### src/rtl/decoder_cu_if.sv
// Handshake and control bundle between the decoder control unit and the
// decoder datapath (round sub-blocks, state register, round-constant ROM).
interface decoder_cu_if #(
    parameter int RW = 5
);
    // start is a request level that the controller samples only while Ready is
    // high. Each *_done is a level or a pulse that is sampled only while the
    // controller sits in that stage's Calc state. A done outside its Calc
    // window is ignored. *_rst / *_start / load / Done are one-cycle strobes.
    logic          start;
    logic          irc_done;
    logic          irv_done;
    logic          ipr_done;
    logic          irt_done;
    logic          icp_done;

    logic          Ready;
    logic          sel;
    logic          load;
    logic [RW-1:0] round;
    logic          irc_rst;
    logic          irc_start;
    logic          irv_rst;
    logic          irv_start;
    logic          ipr_rst;
    logic          ipr_start;
    logic          irt_rst;
    logic          irt_start;
    logic          icp_rst;
    logic          icp_start;
    logic          Done;
    logic [4:0]    state_dbg;

    modport master (
        input  start, irc_done, irv_done, ipr_done, irt_done, icp_done,
        output Ready, sel, load, round,
        output irc_rst, irc_start, irv_rst, irv_start, ipr_rst, ipr_start,
        output irt_rst, irt_start, icp_rst, icp_start, Done, state_dbg
    );

    modport slave (
        output start, irc_done, irv_done, ipr_done, irt_done, icp_done,
        input  Ready, sel, load, round,
        input  irc_rst, irc_start, irv_rst, irv_start, ipr_rst, ipr_start,
        input  irt_rst, irt_start, icp_rst, icp_start, Done, state_dbg
    );
endinterface

### src/rtl/decoder_cu.sv
// Decoder control unit: Moore FSM that runs the inverse round stages
// (irc, irv, ipr, irt, icp) for ROUNDS rounds with a down-counting round index.
module decoder_cu #(
    parameter int ROUNDS = 24,
    parameter int RW     = 5
) (
    input  logic         clk,
    input  logic         reset,
    decoder_cu_if.master bus
);

    typedef enum logic [4:0] {
        IDLE        = 5'd0,
        GET_DATA    = 5'd1,
        INIT_RC     = 5'd2,
        BEG_RC      = 5'd3,
        CALC_RC     = 5'd4,
        INIT_RV     = 5'd5,
        BEG_RV      = 5'd6,
        CALC_RV     = 5'd7,
        INIT_PR     = 5'd8,
        BEG_PR      = 5'd9,
        CALC_PR     = 5'd10,
        INIT_RT     = 5'd11,
        BEG_RT      = 5'd12,
        CALC_RT     = 5'd13,
        INIT_CP     = 5'd14,
        BEG_CP      = 5'd15,
        CALC_CP     = 5'd16,
        FETCH_STATE = 5'd17,
        NEXT_ROUND  = 5'd18,
        FINISH      = 5'd19
    } state_e;

    localparam logic [RW-1:0] LAST_ROUND = RW'(ROUNDS - 1);

    state_e        state_q;
    state_e        state_d;
    logic [RW-1:0] round_q;
    logic [RW-1:0] round_d;

    logic ready_o;
    logic sel_o;
    logic load_o;
    logic done_o;
    logic irc_rst_o, irc_start_o;
    logic irv_rst_o, irv_start_o;
    logic ipr_rst_o, ipr_start_o;
    logic irt_rst_o, irt_start_o;
    logic icp_rst_o, icp_start_o;

    // State register and round index.
    always_ff @(posedge clk) begin
        if (reset) begin
            state_q <= IDLE;
            round_q <= '0;
        end else begin
            state_q <= state_d;
            round_q <= round_d;
        end
    end

    // Next state; the round index only moves in GET_DATA and NEXT_ROUND.
    always_comb begin
        state_d = state_q;
        round_d = round_q;
        case (state_q)
            IDLE: begin
                if (bus.start) state_d = GET_DATA;
            end
            GET_DATA: begin
                round_d = LAST_ROUND;
                state_d = INIT_RC;
            end
            INIT_RC: state_d = BEG_RC;
            BEG_RC:  state_d = CALC_RC;
            CALC_RC: if (bus.irc_done) state_d = INIT_RV;
            INIT_RV: state_d = BEG_RV;
            BEG_RV:  state_d = CALC_RV;
            CALC_RV: if (bus.irv_done) state_d = INIT_PR;
            INIT_PR: state_d = BEG_PR;
            BEG_PR:  state_d = CALC_PR;
            CALC_PR: if (bus.ipr_done) state_d = INIT_RT;
            INIT_RT: state_d = BEG_RT;
            BEG_RT:  state_d = CALC_RT;
            CALC_RT: if (bus.irt_done) state_d = INIT_CP;
            INIT_CP: state_d = BEG_CP;
            BEG_CP:  state_d = CALC_CP;
            CALC_CP: if (bus.icp_done) state_d = FETCH_STATE;
            FETCH_STATE: begin
                state_d = (round_q == '0) ? FINISH : NEXT_ROUND;
            end
            NEXT_ROUND: begin
                // Guarded so the index can never wrap below zero.
                if (round_q != '0) round_d = round_q - RW'(1);
                state_d = INIT_RC;
            end
            FINISH:  state_d = IDLE;
            default: state_d = IDLE;
        endcase
    end

    // Moore outputs, decoded from the present state only.
    always_comb begin
        ready_o     = 1'b0;
        sel_o       = 1'b0;
        load_o      = 1'b0;
        done_o      = 1'b0;
        irc_rst_o   = 1'b0;
        irc_start_o = 1'b0;
        irv_rst_o   = 1'b0;
        irv_start_o = 1'b0;
        ipr_rst_o   = 1'b0;
        ipr_start_o = 1'b0;
        irt_rst_o   = 1'b0;
        irt_start_o = 1'b0;
        icp_rst_o   = 1'b0;
        icp_start_o = 1'b0;
        case (state_q)
            IDLE:       ready_o = 1'b1;
            GET_DATA:   load_o  = 1'b1;
            INIT_RC:    irc_rst_o   = 1'b1;
            BEG_RC:     irc_start_o = 1'b1;
            INIT_RV:    irv_rst_o   = 1'b1;
            BEG_RV:     irv_start_o = 1'b1;
            INIT_PR:    ipr_rst_o   = 1'b1;
            BEG_PR:     ipr_start_o = 1'b1;
            INIT_RT:    irt_rst_o   = 1'b1;
            BEG_RT:     irt_start_o = 1'b1;
            INIT_CP:    icp_rst_o   = 1'b1;
            BEG_CP:     icp_start_o = 1'b1;
            NEXT_ROUND: begin
                sel_o  = 1'b1;
                load_o = 1'b1;
            end
            FINISH:     done_o = 1'b1;
            default:    ;
        endcase
    end

    assign bus.Ready     = ready_o;
    assign bus.sel       = sel_o;
    assign bus.load      = load_o;
    assign bus.round     = round_q;
    assign bus.Done      = done_o;
    assign bus.irc_rst   = irc_rst_o;
    assign bus.irc_start = irc_start_o;
    assign bus.irv_rst   = irv_rst_o;
    assign bus.irv_start = irv_start_o;
    assign bus.ipr_rst   = ipr_rst_o;
    assign bus.ipr_start = ipr_start_o;
    assign bus.irt_rst   = irt_rst_o;
    assign bus.irt_start = irt_start_o;
    assign bus.icp_rst   = icp_rst_o;
    assign bus.icp_start = icp_start_o;
    assign bus.state_dbg = state_q;

endmodule

### src/flat_wrapper.sv
// flat-port wrapper written by rule: the top's interface ports become plain ports
module decoder_cu_flat 
#(
    parameter int ROUNDS = 24,
    parameter int RW     = 5
)
  (clk, reset, bus_start, bus_irc_done, bus_irv_done, bus_ipr_done, bus_irt_done, bus_icp_done, bus_Ready, bus_sel, bus_load, bus_round, bus_irc_rst, bus_irc_start, bus_irv_rst, bus_irv_start, bus_ipr_rst, bus_ipr_start, bus_irt_rst, bus_irt_start, bus_icp_rst, bus_icp_start, bus_Done, bus_state_dbg);
  decoder_cu_if #(.RW(RW)) bus_i ();
  input  logic clk;
  input  logic reset;
  input wire logic [$bits(bus_i.start)-1:0] bus_start;
  input wire logic [$bits(bus_i.irc_done)-1:0] bus_irc_done;
  input wire logic [$bits(bus_i.irv_done)-1:0] bus_irv_done;
  input wire logic [$bits(bus_i.ipr_done)-1:0] bus_ipr_done;
  input wire logic [$bits(bus_i.irt_done)-1:0] bus_irt_done;
  input wire logic [$bits(bus_i.icp_done)-1:0] bus_icp_done;
  output wire logic [$bits(bus_i.Ready)-1:0] bus_Ready;
  output wire logic [$bits(bus_i.sel)-1:0] bus_sel;
  output wire logic [$bits(bus_i.load)-1:0] bus_load;
  output wire logic [$bits(bus_i.round)-1:0] bus_round;
  output wire logic [$bits(bus_i.irc_rst)-1:0] bus_irc_rst;
  output wire logic [$bits(bus_i.irc_start)-1:0] bus_irc_start;
  output wire logic [$bits(bus_i.irv_rst)-1:0] bus_irv_rst;
  output wire logic [$bits(bus_i.irv_start)-1:0] bus_irv_start;
  output wire logic [$bits(bus_i.ipr_rst)-1:0] bus_ipr_rst;
  output wire logic [$bits(bus_i.ipr_start)-1:0] bus_ipr_start;
  output wire logic [$bits(bus_i.irt_rst)-1:0] bus_irt_rst;
  output wire logic [$bits(bus_i.irt_start)-1:0] bus_irt_start;
  output wire logic [$bits(bus_i.icp_rst)-1:0] bus_icp_rst;
  output wire logic [$bits(bus_i.icp_start)-1:0] bus_icp_start;
  output wire logic [$bits(bus_i.Done)-1:0] bus_Done;
  output wire logic [$bits(bus_i.state_dbg)-1:0] bus_state_dbg;
  assign bus_i.start = bus_start;
  assign bus_i.irc_done = bus_irc_done;
  assign bus_i.irv_done = bus_irv_done;
  assign bus_i.ipr_done = bus_ipr_done;
  assign bus_i.irt_done = bus_irt_done;
  assign bus_i.icp_done = bus_icp_done;
  assign bus_Ready = bus_i.Ready;
  assign bus_sel = bus_i.sel;
  assign bus_load = bus_i.load;
  assign bus_round = bus_i.round;
  assign bus_irc_rst = bus_i.irc_rst;
  assign bus_irc_start = bus_i.irc_start;
  assign bus_irv_rst = bus_i.irv_rst;
  assign bus_irv_start = bus_i.irv_start;
  assign bus_ipr_rst = bus_i.ipr_rst;
  assign bus_ipr_start = bus_i.ipr_start;
  assign bus_irt_rst = bus_i.irt_rst;
  assign bus_irt_start = bus_i.irt_start;
  assign bus_icp_rst = bus_i.icp_rst;
  assign bus_icp_start = bus_i.icp_start;
  assign bus_Done = bus_i.Done;
  assign bus_state_dbg = bus_i.state_dbg;
  decoder_cu #(.ROUNDS(ROUNDS), .RW(RW)) u_core (.clk(clk), .reset(reset), .bus(bus_i));
endmodule
### config.mk
export PLATFORM = sky130hd
export DESIGN_NAME = decoder_cu_flat
export DESIGN_NICKNAME = d
export VERILOG_FILES = /design/src/rtl/decoder_cu_if.sv /design/src/rtl/decoder_cu.sv /design/src/flat_wrapper.sv
export SDC_FILE = /design/constraint.sdc
export NUM_CORES = 1
export LEC_CHECK = 0
export BUFFER_PORTS_ARGS = -buffer_cell sky130_fd_sc_hd__buf_4
export CELL_PAD_IN_SITES_DETAIL_PLACEMENT = 1
export CELL_PAD_IN_SITES_GLOBAL_PLACEMENT = 2
export CORE_MARGIN = 10
export CORE_UTILIZATION = 26
export DETAILED_ROUTE_END_ITERATION = 10
export GPL_TIMING_DRIVEN = 0
export PLACE_DENSITY_LB_ADDON = 0.1
export SLEW_MARGIN = 20
export SYNTH_ARGS = -nofsm -noshare
export SYNTH_HDL_FRONTEND = slang
export SYNTH_SLANG_ARGS = --single-unit
### constraint.sdc
create_clock -name clk -period 2.7 [get_ports clk]
set_input_delay 0.405 -clock clk [delete_from_list [all_inputs] [get_ports clk]]
set_output_delay 0.405 -clock clk [all_outputs]
set_load 0.01 [all_outputs]
==> impl_metrics.tcl <==
set metrics [dict create \
    finalWirelength_um 2650 \
    p_leak_nw 0.427 \
    clock-root-buffer "clkbuf_4" \
    r2r-start "u_core.bus.round[0]$_SDFFE_PP0P_" \
    yosysWarningCount 0 \
    nets 137 \
    routedWlPerCell_um 16.8 \
    antenna_found_initial 0 \
    clock_latency_ns 0.26 \
    final_antenna_net_count 0 \
    cts_resized 0 \
    intPower_w 0.000348 \
    gp_congestion 0.699 \
    yosysSeqAreaShare_pct 27.4 \
    core_area_um2 2710 \
    synthFlopType "dfxtp_1" \
    synth_cell_types 39 \
    slew_viol_final 0 \
    via_per_inst 5.21 \
    p_sw_w 0.000193 \
    status "completed" \
    std_cell_rows 19 \
    period_share_pct 83.0 \
    die_area_um2 5330 \
    start_util_pct 27.0 \
    criticalPathCategory "reg -> out" \
    path_buf_inv 2 \
    maxSlewHeadroom_pct 56.3 \
    synth_seq_cells 10 \
    cts_tree "built" \
    layout_common_cells "buf_4 (31), nor2_1 (13), nor3_1 (11)" \
    synth_top_area_cell "dfxtp_1" \
    grt_first_pass_wirelength_um 4170 \
    drc_errors 0 \
    synth_enable_flop_cells 0 \
    cpMaxStageDelayCell "nor3_2" \
    htree_levels 1 \
    io_buffer_count 30 \
    hold_viol 0 \
    synthCells 93 \
    crit_path_max_incr_delay_ns 0.38 \
    start_kind "flip-flop" \
    finalSetupViolCount 0 \
    total_power_w 0.000541 \
    critPathRequiredTime_ns 2.30 \
    clkPwrFrac_pct 25.5 \
    finalSetupTns_ns 0 \
    worstHoldPathType "reg -> reg" \
    synth_top_cells_by_area "dfxtp_1 (27%), nor3_1 (7.5%), nor2_1 (6.7%), nand4bb_4 (3.8%), a211oi_1 (3.1%)" \
    r2r-end "u_core.bus.round[0]$_SDFFE_PP0P_" \
    path_max_fanout 10 \
    syn-num-nets 102 \
    power_density_nw_per_um2 525 \
    crit_start "u_core.bus.state_dbg[1]$_SDFFE_PP0P_" \
    grt_pass1_vias 872 \
    die_h_um 73.0 \
    drive_above_1_share_pct 36.2 \
    clock-skew-final_ns 0.00120 \
    cts.sinks 10 \
    path_clk_slew_ns 0.07 \
    reg2regPathDepth 6 \
    fin_crit_ns 2.24 \
    cp.depth 5 \
    diodes 0 \
    worstMarginPinSlew_ns 0.647 \
    endpoint "bus_load" \
    drtIter0Drc 19 \
    fmax_mhz 446 \
    synth_top_area_share_pct 27.4 \
    area_growth_pct 41.1 \
    final_common_cell "buf_4" \
    cp_top_family "simple AND/OR/NAND/NOR gates" \
    firstDrtPassIters 4 \
    cp_data_arrival_time_ns 1.84 \
    rsz0062_at_grt "false" \
    cap_violations 0 \
    post_synth.cell_area_avg_um2 7.86 \
    crit_path_cell_trace "buf_2 > nor3_2 > and3_1 > or2_2 > buf_4" \
    die_x_um 73.0 \
    synthArstFlopShare_pct 0 \
    grt_overflow_total 0 \
    design.portCount 32 \
    grt.total_usage_pct 9.77 \
    dp_hpwl_um 2110 \
    num_vias 823 \
    cts_hold_buf 0 \
    comb_power_share_pct 39.6 \
    peakVddDrop_mv 0.313 \
    grt_max_degree 11 \
    end_kind "output port" \
    reg2reg_slack_ns 0.89 \
    cts_setup_buffers 0 \
    cts_buffers 3 \
    p_seq_share_pct 34.9 \
    clockBufferDepth 2 \
    switching_share_pct 35.6 \
    netlist_area_um2 731 \
]
[metrics by stage]
stage                     hold WS (ns)  util, %  area [um^2]  setup slack [ns]  instances
after floorplan                  0.518        -          731             0.903         93
after global placement           0.494     36.7          995             0.713        154
after detailed placement         0.501     36.7          995             0.745        154
after CTS                        0.528     38.0         1030             0.432        158
after global routing             0.582     38.0         1030             0.333        158
final                            0.519     38.0         1030             0.460        158
[final cells by class]
cell class / instances / area, um^2
fill: 350 / 1680
multi-input combinational: 71 / 472
timing repair buffer: 30 / 225
sequential: 10 / 200
tap: 31 / 38.8
clock buffer: 4 / 36.3
buffer: 6 / 36.3
inverter: 6 / 22.5
[cell usage after synthesis (2+ instances only)]
cell type / number
inv_1: 6
nand2_1: 4
and3_1: 2
nor2_1: 13
or3b_2: 2
nand2b_1: 2
o32a_1: 2
dfxtp_1: 10
nand3_1: 2
buf_2: 2
nor3_1: 11
nand4_1: 2
a21oi_1: 4
nor4_1: 3
a211oi_1: 3
nand3b_1: 2
[routing by layer]
layer  global-route usage [%]  routed length, um  vias to the layer above
li1                         -                  -                      406
met1                     9.85               1030                      392
met2                     16.7               1340                       23
met3                     4.76                267                        2
met4                     4.01                 16                        0
met5                        0                  0                        -
[power groups by stage]
stage | Sequential [W] | Combinational [W] | Clock, W
4_1_cts | 0.000189 | 0.000219 | 0.000144
3_3_place_gp | 0.000192 | 0.000214 | 0
6_report | 0.000189 | 0.000214 | 0.000138
2_1_floorplan | 0.000195 | 0.000127 | 0
5_1_grt | 0.000193 | 0.000238 | 0.000152
3_5_place_dp | 0.000192 | 0.000217 | 0
[state kept, by name, summed over array words and instances, names as in the netlist]
name                  count
u_core.bus.state_dbg      5
u_core.bus.round          5
[worst min path at each step]
| stage | from | end | slack (ns) | cells after the start |
|---|---|---|---|---|
| floorplan | u_core.bus.round[4]$_SDFFE_PP0P_ | u_core.bus.round[4]$_SDFFE_PP0P_ | 0.52 | 1 |
| global placement | u_core.bus.round[4]$_SDFFE_PP0P_ | u_core.bus.round[4]$_SDFFE_PP0P_ | 0.49 | 1 |
| detailed placement | u_core.bus.round[4]$_SDFFE_PP0P_ | u_core.bus.round[4]$_SDFFE_PP0P_ | 0.50 | 1 |
| CTS | u_core.bus.round[4]$_SDFFE_PP0P_ | u_core.bus.round[4]$_SDFFE_PP0P_ | 0.53 | 1 |
| global route | reset | u_core.bus.state_dbg[2]$_SDFFE_PP0P_ | 0.58 | 2 |
| finish | u_core.bus.round[4]$_SDFFE_PP0P_ | u_core.bus.round[4]$_SDFFE_PP0P_ | 0.52 | 1 |
[cell families (layout without fill, tap and decap cells)]
| group | count (synthesis) | in the layout | synth area share [%] |
|---|---|---|---|
| simple gates | 53 | 53 | 44.4 |
| compound gates | 14 | 14 | 14.7 |
| buf+inv | 12 | 46 | 8.05 |
| flops | 10 | 10 | 27.4 |
| xor+xnor | 2 | 2 | 2.40 |
| fa+ha+maj | 1 | 1 | 1.71 |
| mux | 1 | 1 | 1.37 |
(Power assumes the default switching activity.)
